### src/rtl/frb_frame_integrator.sv
// frb_frame_integrator: sums each N_CHANNELS-sample frame and flags threshold crossings with frame holdoff
module frb_frame_integrator #(
  parameter int N_CHANNELS = 64,
  parameter int DIN_WIDTH  = 32,
  parameter int SUM_WIDTH  = DIN_WIDTH + $clog2(N_CHANNELS),
  parameter int FCNT_WIDTH = 32
) (
  input  logic                  clk,
  input  logic                  rst_n,
  input  logic                  ce,
  input  logic [DIN_WIDTH-1:0]  din,
  input  logic                  din_valid,
  input  logic                  din_sof,
  input  logic                  din_eof,
  input  logic [SUM_WIDTH-1:0]  threshold,
  input  logic [15:0]           holdoff,
  output logic [SUM_WIDTH-1:0]  sum,
  output logic                  sum_valid,
  output logic [FCNT_WIDTH-1:0] frame_cnt,
  output logic                  detect,
  output logic                  frame_err
);
  localparam int CW = $clog2(N_CHANNELS) + 1;
  typedef enum logic {IDLE, ACCUM} state_t;
  state_t state, state_nx;
  logic [SUM_WIDTH-1:0] acc, acc_nx, thr_lat, thr_nx, add;
  logic [CW-1:0] cnt, cnt_nx;
  logic [FCNT_WIDTH-1:0] good_cnt;
  logic [15:0] hold_cnt;
  logic take, last, good, err, fire;
  assign take = ce & din_valid;
  assign add  = acc + SUM_WIDTH'(din);
  assign last = (cnt + CW'(1)) == CW'(N_CHANNELS);
  assign fire = good & (add > thr_lat) & (hold_cnt == 16'd0);
  always_comb begin
    state_nx = state;
    acc_nx   = acc;
    cnt_nx   = cnt;
    thr_nx   = thr_lat;
    good     = 1'b0;
    err      = 1'b0;
    if (take) begin
      if (state == IDLE) begin
        if (din_sof && din_eof) err = 1'b1;
        else if (din_sof) begin
          state_nx = ACCUM;
          acc_nx   = SUM_WIDTH'(din);
          cnt_nx   = CW'(1);
          thr_nx   = threshold;
        end
      end else if (din_sof) begin
        // restart discards the open frame; a one-sample frame can never be good
        err = 1'b1;
        if (din_eof) state_nx = IDLE;
        else begin
          acc_nx = SUM_WIDTH'(din);
          cnt_nx = CW'(1);
          thr_nx = threshold;
        end
      end else begin
        acc_nx = add;
        cnt_nx = cnt + CW'(1);
        if (din_eof || last) begin
          state_nx = IDLE;
          good     = din_eof & last;
          err      = ~(din_eof & last);
        end
      end
    end
  end
  always_ff @(posedge clk or negedge rst_n) begin
    if (!rst_n) begin
      state     <= IDLE;
      acc       <= '0;
      cnt       <= '0;
      thr_lat   <= '0;
      sum       <= '0;
      sum_valid <= 1'b0;
      frame_cnt <= '0;
      good_cnt  <= '0;
      detect    <= 1'b0;
      frame_err <= 1'b0;
      hold_cnt  <= '0;
    end else begin
      state     <= state_nx;
      acc       <= acc_nx;
      cnt       <= cnt_nx;
      thr_lat   <= thr_nx;
      sum_valid <= good;
      detect    <= fire;
      frame_err <= err;
      if (good) begin
        sum       <= add;
        frame_cnt <= good_cnt;
        good_cnt  <= good_cnt + FCNT_WIDTH'(1);
        hold_cnt  <= fire ? holdoff : (hold_cnt != 16'd0) ? hold_cnt - 16'd1 : hold_cnt;
      end
    end
  end
endmodule
### config.mk
export PLATFORM = sky130hd
export DESIGN_NAME = frb_frame_integrator
export DESIGN_NICKNAME = d
export VERILOG_FILES = /design/src/rtl/frb_frame_integrator.sv
export SDC_FILE = /design/constraint.sdc
export NUM_CORES = 1
export LEC_CHECK = 0
export BUFFER_PORTS_ARGS = -buffer_cell sky130_fd_sc_hd__buf_2
export CORE_MARGIN = 1.5
export CORE_UTILIZATION = 40
export DETAILED_ROUTE_END_ITERATION = 8
export PLACE_DENSITY_LB_ADDON = 0.05
export SLEW_MARGIN = 20
export SYNTH_ARGS = -nofsm -noshare
export SYNTH_HDL_FRONTEND = slang
export SYNTH_SLANG_ARGS = --single-unit
export TNS_END_PERCENT = 5
### constraint.sdc
create_clock -name clk -period 4.5 [get_ports clk]
set_input_delay 0.225 -clock clk [delete_from_list [all_inputs] [get_ports clk]]
set_output_delay 0.225 -clock clk [all_outputs]
set_load 0.05 [all_outputs]
After elaboration in Yosys (flattened, before gate mapping)
Index checks and enable logic that the tools add are counted.

storage, ports and cells
  register bits = 205
  word-level logic and storage cells = 68
  output and inout bits = 73
  input bits = 92

operators by class
  $add $sub $neg = 4
  eq/ne operators = 5
  reductions and logical operators = 10
  multiplexer cells = 32
  order comparisons = 1
  bitwise logic cells = 5

operators with widths
  cell                                                                   number
  38-bit two-way mux                                                     10
  38-bit by 32-bit adder with 38-bit output                              1
  38-bit > comparator                                                    1
  7-bit two-way mux                                                      5
  32-bit by 1-bit adder with 32-bit output (second input constant)       1
  16-bit two-way mux                                                     2
  16-bit logical NOT                                                     1
  16-bit nonzero test                                                    1
  16-bit by 1-bit subtractor with 16-bit output (second input constant)  1
  1-bit two-way mux                                                      15
  7-bit by 1-bit adder with 7-bit output (second input constant)         1
  7-bit == test (second input constant)                                  1
  2-bit != test (second input constant)                                  3
  2-bit nonzero test                                                     3
  5-bit AND reduction                                                    1
  1-bit bitwise AND                                                      4
  4-bit AND reduction                                                    1
  3-bit != test (second input constant)                                  1
  2-bit AND reduction                                                    1
  1-bit logical AND                                                      1
  1-bit logical OR                                                       1
  1-bit inverter                                                         1

Logic depth before layout (Yosys ltp)
Gate-level depths: netlist of the first run.

  depth after elaboration = 11
  depth in mapped cells = 25
  gate-level depth less buffers = 23

Worst setup path after synthesis of the first run
Ideal clock, no wire load.

  kind = register -> register
  start = reg acc[0]
  end = reg hold_cnt[14]
  required time = 4.375 ns
  arrival time = 4.687 ns
  path buffers = 1
  stages on the path, launching flop included = 22
  library setup time = 0.125 ns
  slack = -0.312 ns
  cells stage by stage = dfrtp_1 -> ha_1 -> fa_1 -> a21o_1 -> a21boi_1 -> o21ai_1 -> a211oi_1 -> o31ai_1 -> a21o_1 -> a311oi_1 -> xor2_1 -> inv_1 -> ha_1 -> nand4_1 -> nor4_1 -> a21oi_1 -> a211oi_1 -> or3_1 -> buf_6 -> clkinv_2 -> or3_2 -> mux2_4

on the way
  cells in the longest elaborated chain, start to end = 6
  elaborated cells between the ends (all ways) = 7
  those cells by class = 1 x add/sub; 1 x order compare; 1 x mux; 2 x bitwise; 2 x reduce/logical

RTL lines
  element                                        line  text
  start, declared                                26    logic [SUM_WIDTH-1:0] acc, acc_nx, thr_lat, thr_nx, add;
  start signal, assigned                         86    acc <= acc_nx;
  38-bit by 32-bit adder with 38-bit output (*)  32    assign add = acc + SUM_WIDTH'(din);
  named net add[18]                              26
  38-bit > comparator (*)                        34    assign fire = good & (add > thr_lat) & (hold_cnt == 16'd0);
  1-bit bitwise AND (*) (2 in a row)             34
  2-bit nonzero test (no line)                   -
  2-bit AND reduction (no line)                  -
  end signal, assigned                           96    hold_cnt <= fire ? holdoff : (hold_cnt != 16'd0) ? hold_cnt - 16'd1 : hold_cnt;
  end, declared                                  29    logic [15:0] hold_cnt;

The timed path passes the listed nets; every way through them passes the cells marked *.
A chain may end at the register's enable or synchronous reset.

Worst setup path after layout of the first run
Same ends and word-level chain as after synthesis.

==> impl_metrics.yaml, run 1 <==
min_path:
  holdCritPathClass: "input port to flop"
timing:
  min_period_ns: 4.688
  fin_ws_ns: -0.1883
  setup_viol: 13
  finalHoldViolCount: 0
  fin_crit_sh_pct: 104.2
  maxSlewHeadroom_pct: 38.47
  rsz0062_at_grt: "yes"
  finalSetupTns_ns: -1.192
  worst-slew-pin-transition_ns: 0.9229
  hold_slack_ns: 0.01950
  finalClockSkew_ns: 0.01650
  slew_violations: 0
  clock.fmax_mhz: 213.3
power:
  swShare_pct: 33.65
  leakage_uw: 0.007691
  ir_worst_vdd_mv: 0.2770
  internal_power_uw: 4558
  power_frac_clock_pct: 29.7
  power.density_nw_per_um2: 467.4
  p_sw_uw: 2312
  p_total_uw: 6870
  p_comb_share_pct: 39.6
  pwr-share-seq_pct: 30.7
finish:
  seqCellArea_um2: 5130
  final_area_um2: 14700
  antennaDiodeCount: 0
  fillers: 2696
  syn_to_final_growth_pct: 30.00
  drive_above_1_share_pct: 23.39
  nets: 1716
  instances_no_fill: 1943
  multi_input_area_um2: 5834
  most-common-layout-cells: "nand2_1, dfrtp_1, buf_2, buf_4, o21ai_0"
  final_common_cell: "nand2_1"
synthesis:
  syn_inst: 1249
  synthFlopType: "dfrtp_1"
  synth-seq-cells: 205
  ys_seq_area_share_pct: 45.37
  ys_warn_count: 0
  synthArstFlopShare_pct: 100.0
  synth.area.top_cells: "dfrtp_1, nand2_1, ha_1"
  synthesis.nets: 1417
  synth_cell_types: 72
  syn_area_um2: 11310
  synth_edf_count: 0
  synth_top_cell_by_area: "dfrtp_1"
  synth_top_area_share_pct: 45.37
  avgSynthCellArea_um2: 9.052
grt:
  grt_overflow: 0
  use_met1_pct: 29.12
  grt_use_met3_pct: 2.799
  grt_antenna_before_repair: 1
  grt_pass1_vias: 9264
  grt.busiest_layer: "met2"
  gr-usage-met2_pct: 33.05
  track_usage_pct: 20.42
  grt_pass1_wl_um: 48010
  grt_max_degree: 119
worst_setup_path:
  cpPeakStageDelay_ns: 0.42
  cp-end-kind: "flop"
  crit_chain: "ha_2, fa_2, a21o_1, a21boi_2, o21ai_4, a211oi_2, o31ai_1, a21o_1, a311oi_2, xor2_1, inv_1, ha_1, nand4_1, buf_4, nor2_1, o31ai_1, buf_4, a211oi_1, or3_4, clkinv_2, or3_2, mux2_4"
  cp_slowest_cell: "or3_2"
  arrival_ns: 5.09
  required_ns: 4.90
  start_kind: "flop"
  worstSetupPathType: "flop to flop"
  crit_path_max_fanout: 4
floorplan:
  start_util_pct: 40.70
  die_w_um: 171.1
  ios: 165
  die_area_um2: 29280
  rows: 61
  die_h_um: 171.1
  core_area_um2: 27780
clock_tree:
  cts_sinks: 205
  clk_pin_slew_ns: 0.06
  clockRootBuffer: "clkbuf_16"
  clockBufferDepth: 3
  tritoncts: "built"
  numCtsBuffers: 25
  cts_max_level: 1
  clk_latency_ns: 0.53
placed_design:
  place_congestion: 0.8395
  post-place-cells: 1846
  post_dp_cell_area_um2: 13270
  hpwl_um: 20390
  io_buffers: 164
route:
  routed_wl_um: 29620
  vias: 9630
  drt-initial-drc-count: 601
  drc: 0
  viasPerCell: 4.956
  post_drt_wl_per_cell_um: 15.25
  antenna_left: 0
  first_pass_iters: 5
status:
  violations: "setup timing"
  status: "complete, but fails checks"
flow_run:
  drv_cap: 0
==> layout make-up <==
type,count,share of cell area [%]
multi-input combinational,926,39.70
inverter,66,1.703
tap,378,3.218
sequential,205,34.90
clock buffer,37,5.040
timing repair buffer,324,14.81
clock inverter,7,0.6300
==> per-stage QoR <==
stage | setup slack (ns) | util (%)
floorplan | -0.01497 | -
global placement | -0.2951 | 47.75
detailed placement | -0.3577 | 47.75
CTS | -0.2694 | 52.83
global route | -0.4787 | 52.90
finish | -0.1883 | 52.90
==> worst paths after layout <==
check                      slack (ns)  depth (start not counted)           end    startpoint
setup / recovery                -0.19                         22  hold_cnt[14]        acc[0]
hold / removal                   0.02                          3        acc[4]        din[4]
setup reg to reg                -0.19                         22  hold_cnt[14]        acc[0]
hold reg to reg                  0.47                          2  frame_cnt[8]  frame_cnt[8]
max in group asynchronous        3.13                          3    thr_lat[9]         rst_n
min in group asynchronous        0.39                          2  hold_cnt[10]         rst_n
==> cell usage after synthesis (5+ instances only) <==
| cell type | instances |
|---|---|
| nand2_1 | 303 |
| dfrtp_1 | 205 |
| o21ai_0 | 100 |
| ha_1 | 75 |
| a21oi_1 | 65 |
| inv_1 | 63 |
| nor2_1 | 48 |
| xnor2_1 | 46 |
| clkbuf_1 | 40 |
| a21o_1 | 39 |
| nand3_1 | 24 |
| xor2_1 | 20 |
| and3_1 | 18 |
| mux2i_1 | 18 |
| nand4_1 | 18 |
| a31oi_1 | 13 |
| mux2_2 | 10 |
| nor3_1 | 9 |
| o31ai_1 | 8 |
| a211oi_1 | 7 |
| o21ai_1 | 7 |
| a221o_1 | 6 |
| nor2b_1 | 6 |
| o21a_1 | 6 |
| o21bai_1 | 6 |
| a22oi_1 | 5 |
| and2_1 | 5 |
| buf_1 | 5 |
| or3_1 | 5 |
==> power by group through the flow <==
stage	logic (uW)	clock network, uW	registers [uW]
final	2720	2040	2110
after floorplan	1570	0	2120
after global placement	2600	0	2140
after global routing	3040	2170	2130
after CTS	2720	2110	2110
after detailed placement	2610	0	2140
==> cells by family (layout without fill, tap and decap cells) <==
logic type	after synthesis	in the layout	synth area share, %
flip-flops	205	205	45.37
multiplexers	29	29	2.722
XOR/XNOR	66	66	5.113
adder cells (fa/ha/maj)	76	76	8.477
buffers and inverters	118	434	4.261
AND/OR/NAND/NOR	467	467	18.44
AO/OA/AOI/OAI	288	288	15.62
==> sequential cells by signal (all words and copies together) (netlist names) <==
signal     flops
acc           38
sum           38
thr_lat       38
frame_cnt     32
good_cnt      32
hold_cnt      16
cnt            7
detect         1
frame_err      1
state          1
sum_valid      1
==> worst max-delay path, delay by kind of cell, from the launching register on <==
kind / cells / cell delay, ns
flops: 1 / 0.38
compound gates: 9 / 1.52
mux: 1 / 0.30
fa+ha+maj: 3 / 0.80
simple gates: 4 / 0.87
buf+inv: 4 / 0.47
xor+xnor: 1 / 0.21
==> metal layers <==
layer	vias up	share of wire [%]
li1	4889	-
met1	4528	49
met2	183	45
met3	30	4.1
met4	0	1.6
met5	-	0
==> repair_timing <==
| action | CTS | global route |
|---|---|---|
| hold buffers | 50 | 0 |
| gates resized for setup | 9 | 5 |
| hold endpoints to repair | 166 | 0 |
| pin swaps | 13 | 5 |
| setup buffers | 3 | 0 |
| setup endpoints to repair | 17 | 17 |
Note: power is estimated with default switching activity, not from simulation.
==> run 2, diff against run 1 <==
==> constraint.sdc (replaced) <==
create_clock -name clk -period 5.5 [get_ports clk]
set_input_delay 0.275 -clock clk [delete_from_list [all_inputs] [get_ports clk]]
set_output_delay 0.275 -clock clk [all_outputs]
set_load 0.05 [all_outputs]
==> impl_metrics.yaml, run 2 (synthesis results as in run 1) <==
worst_setup_path:
  cp_slowest_cell: "or3_4"
  arrival_ns: 5.53
  cp-end-kind: "flop"
  crit_path_max_fanout: 14
  crit_chain: "ha_1, fa_1, a21o_1, a21boi_2, o21ai_2, a311oi_2, o31a_1, a21oi_1, a31oi_2, xnor2_1, ha_1, and3_1, nand4_1, or3_4, o21ai_2, a211oi_1, or3_1, buf_4, nand2_1, o21bai_1, o21ai_1"
  required_ns: 5.91
  worstSetupPathType: "flop to flop"
  start_kind: "flop"
  cpPeakStageDelay_ns: 0.44
timing:
  finalHoldViolCount: 0
  setup_viol: 0
  finalClockSkew_ns: 0.008129
  clock.fmax_mhz: 195.3
  slew_violations: 0
  maxSlewHeadroom_pct: 41.17
  fin_ws_ns: 0.3784
  fin_crit_sh_pct: 93.12
  hold_slack_ns: 0.02327
  finalSetupTns_ns: 0
  min_period_ns: 5.122
  worst-slew-pin-transition_ns: 0.8824
power:
  power_frac_clock_pct: 31.4
  power.density_nw_per_um2: 373.0
  swShare_pct: 34.83
  pwr-share-seq_pct: 33.5
  internal_power_uw: 3353
  ir_worst_vdd_mv: 0.2064
  leakage_uw: 0.007181
  p_sw_uw: 1792
  p_comb_share_pct: 35.1
  p_total_uw: 5145
finish:
  final_common_cell: "nand2_1"
  most-common-layout-cells: "nand2_1, dfrtp_1, buf_2, o21ai_0, ha_1"
  fillers: 2763
  antennaDiodeCount: 0
  syn_to_final_growth_pct: 22.00
  drive_above_1_share_pct: 17.84
  nets: 1614
  top_regs: "acc (38), sum (38), thr_lat (38)"
clock_tree:
  clk_pin_slew_ns: 0.06
  cts_max_level: 1
  cts_sinks: 205
  clockBufferDepth: 3
  clk_latency_ns: 0.53
  tritoncts: "built"
  clockRootBuffer: "clkbuf_16"
  numCtsBuffers: 24
route:
  first_pass_iters: 4
  post_drt_wl_per_cell_um: 15.91
  routed_wl_um: 29300
  vias: 9379
  viasPerCell: 5.095
  antenna_left: 0
  drt-initial-drc-count: 584
  drc: 0
grt:
  grt_pass1_vias: 9015
  grt_antenna_before_repair: 0
  grt_pass1_wl_um: 47680
  grt_overflow: 0
  track_usage_pct: 20.33
  grt_max_degree: 101
floorplan:
  rows: 61
  core_area_um2: 27780
  ios: 165
  die_h_um: 171.1
  die_w_um: 171.1
  die_area_um2: 29280
  start_util_pct: 40.70
flow_run:
  drv_cap: 0
placed_design:
  place_congestion: 0.8682
  io_buffers: 164
  dpl_worst_slack_ns: -0.005027
  hpwl_um: 19960
status:
  status: "completed"
min_path:
  holdCritPathClass: "input port to flop"
## run 2: cell count changes in the layout (fill, tap and decap cells not counted), moves of 2 or more
cell           before  now
buf_4             107   18
dlygate4sd3_1      50   41
clkbuf_1            5    8
clkinvlp_4          3    0
buf_6               2    0
clkbuf_8            7    5
o21ai_1             4    6
## run 2: what timing repair did
| item | in CTS | in global routing |
|---|---|---|
| gates resized for setup | 1 | 11 |
| buffers inserted | 0 | 3 |
| pin swaps | 0 | 4 |
| hold buffers | 41 | 0 |
| setup endpoints to repair | 2 | 15 |
| endpoints found under the hold margin | 138 | 0 |
## run 2: power by group through the flow
stage	Sequential [uW]	Clock [uW]	Combinational (uW)
finish	1720	1620	1800
detailed placement	1750	0	1750
global placement	1750	0	1760
CTS	1720	1670	1790
global route	1740	1730	2070
floorplan	1730	0	1260
## run 2: layout make-up
type / count / area, um^2 / share of cell area [%]
flip-flops and latches: 205 / 5130 / 37.19
repair buffers: 223 / 1376 / 9.978
clock buffers: 37 / 699.4 / 5.071
inverters: 66 / 250.2 / 1.814
multi-input cells: 926 / 5769 / 41.83
clock inverters: 6 / 95.09 / 0.6894
well taps: 378 / 473.0 / 3.429
## run 2: final timing paths
path                                from             to  slack (ns)  depth (start not counted)
max                               acc[0]    hold_cnt[2]        0.38                         21
min                              din[27]        acc[27]        0.02                          3
max reg2reg                       acc[0]    hold_cnt[2]        0.38                         21
min reg2reg                frame_cnt[21]  frame_cnt[21]        0.46                          2
max in group asynchronous          rst_n    thr_lat[11]        3.86                          3
min in group asynchronous          rst_n   hold_cnt[10]        0.36                          2
## run 2: worst max-delay path, delay by kind of cell, from the launching register on
family	cells	cell delay (ns)
AOI/OAI and AO/OA	11	2.08
and+or+nand+nor	5	1.28
adders and majority gates	3	0.93
DFF	1	0.38
buffers and inverters	1	0.22
xor gates and xnor gates	1	0.12
## run 2: metal layers
metal	global-route usage [%]	routed length, um
met2	32.48	13200
met1	29.25	14460
met5	0	0
met4	4.539	614
met3	2.683	1014
## run 2: stage by stage
| step | cell area [um^2] | std cells | utilization (%) |
|---|---|---|---|
| finish | 13790 | 1841 | 49.65 |
| global route | 13790 | 1841 | 49.65 |
| CTS | 13720 | 1838 | 49.37 |
| detailed placement | 12510 | 1754 | 45.01 |
| global placement | 12510 | 1754 | 45.01 |
| floorplan | 11310 | 1249 | - |
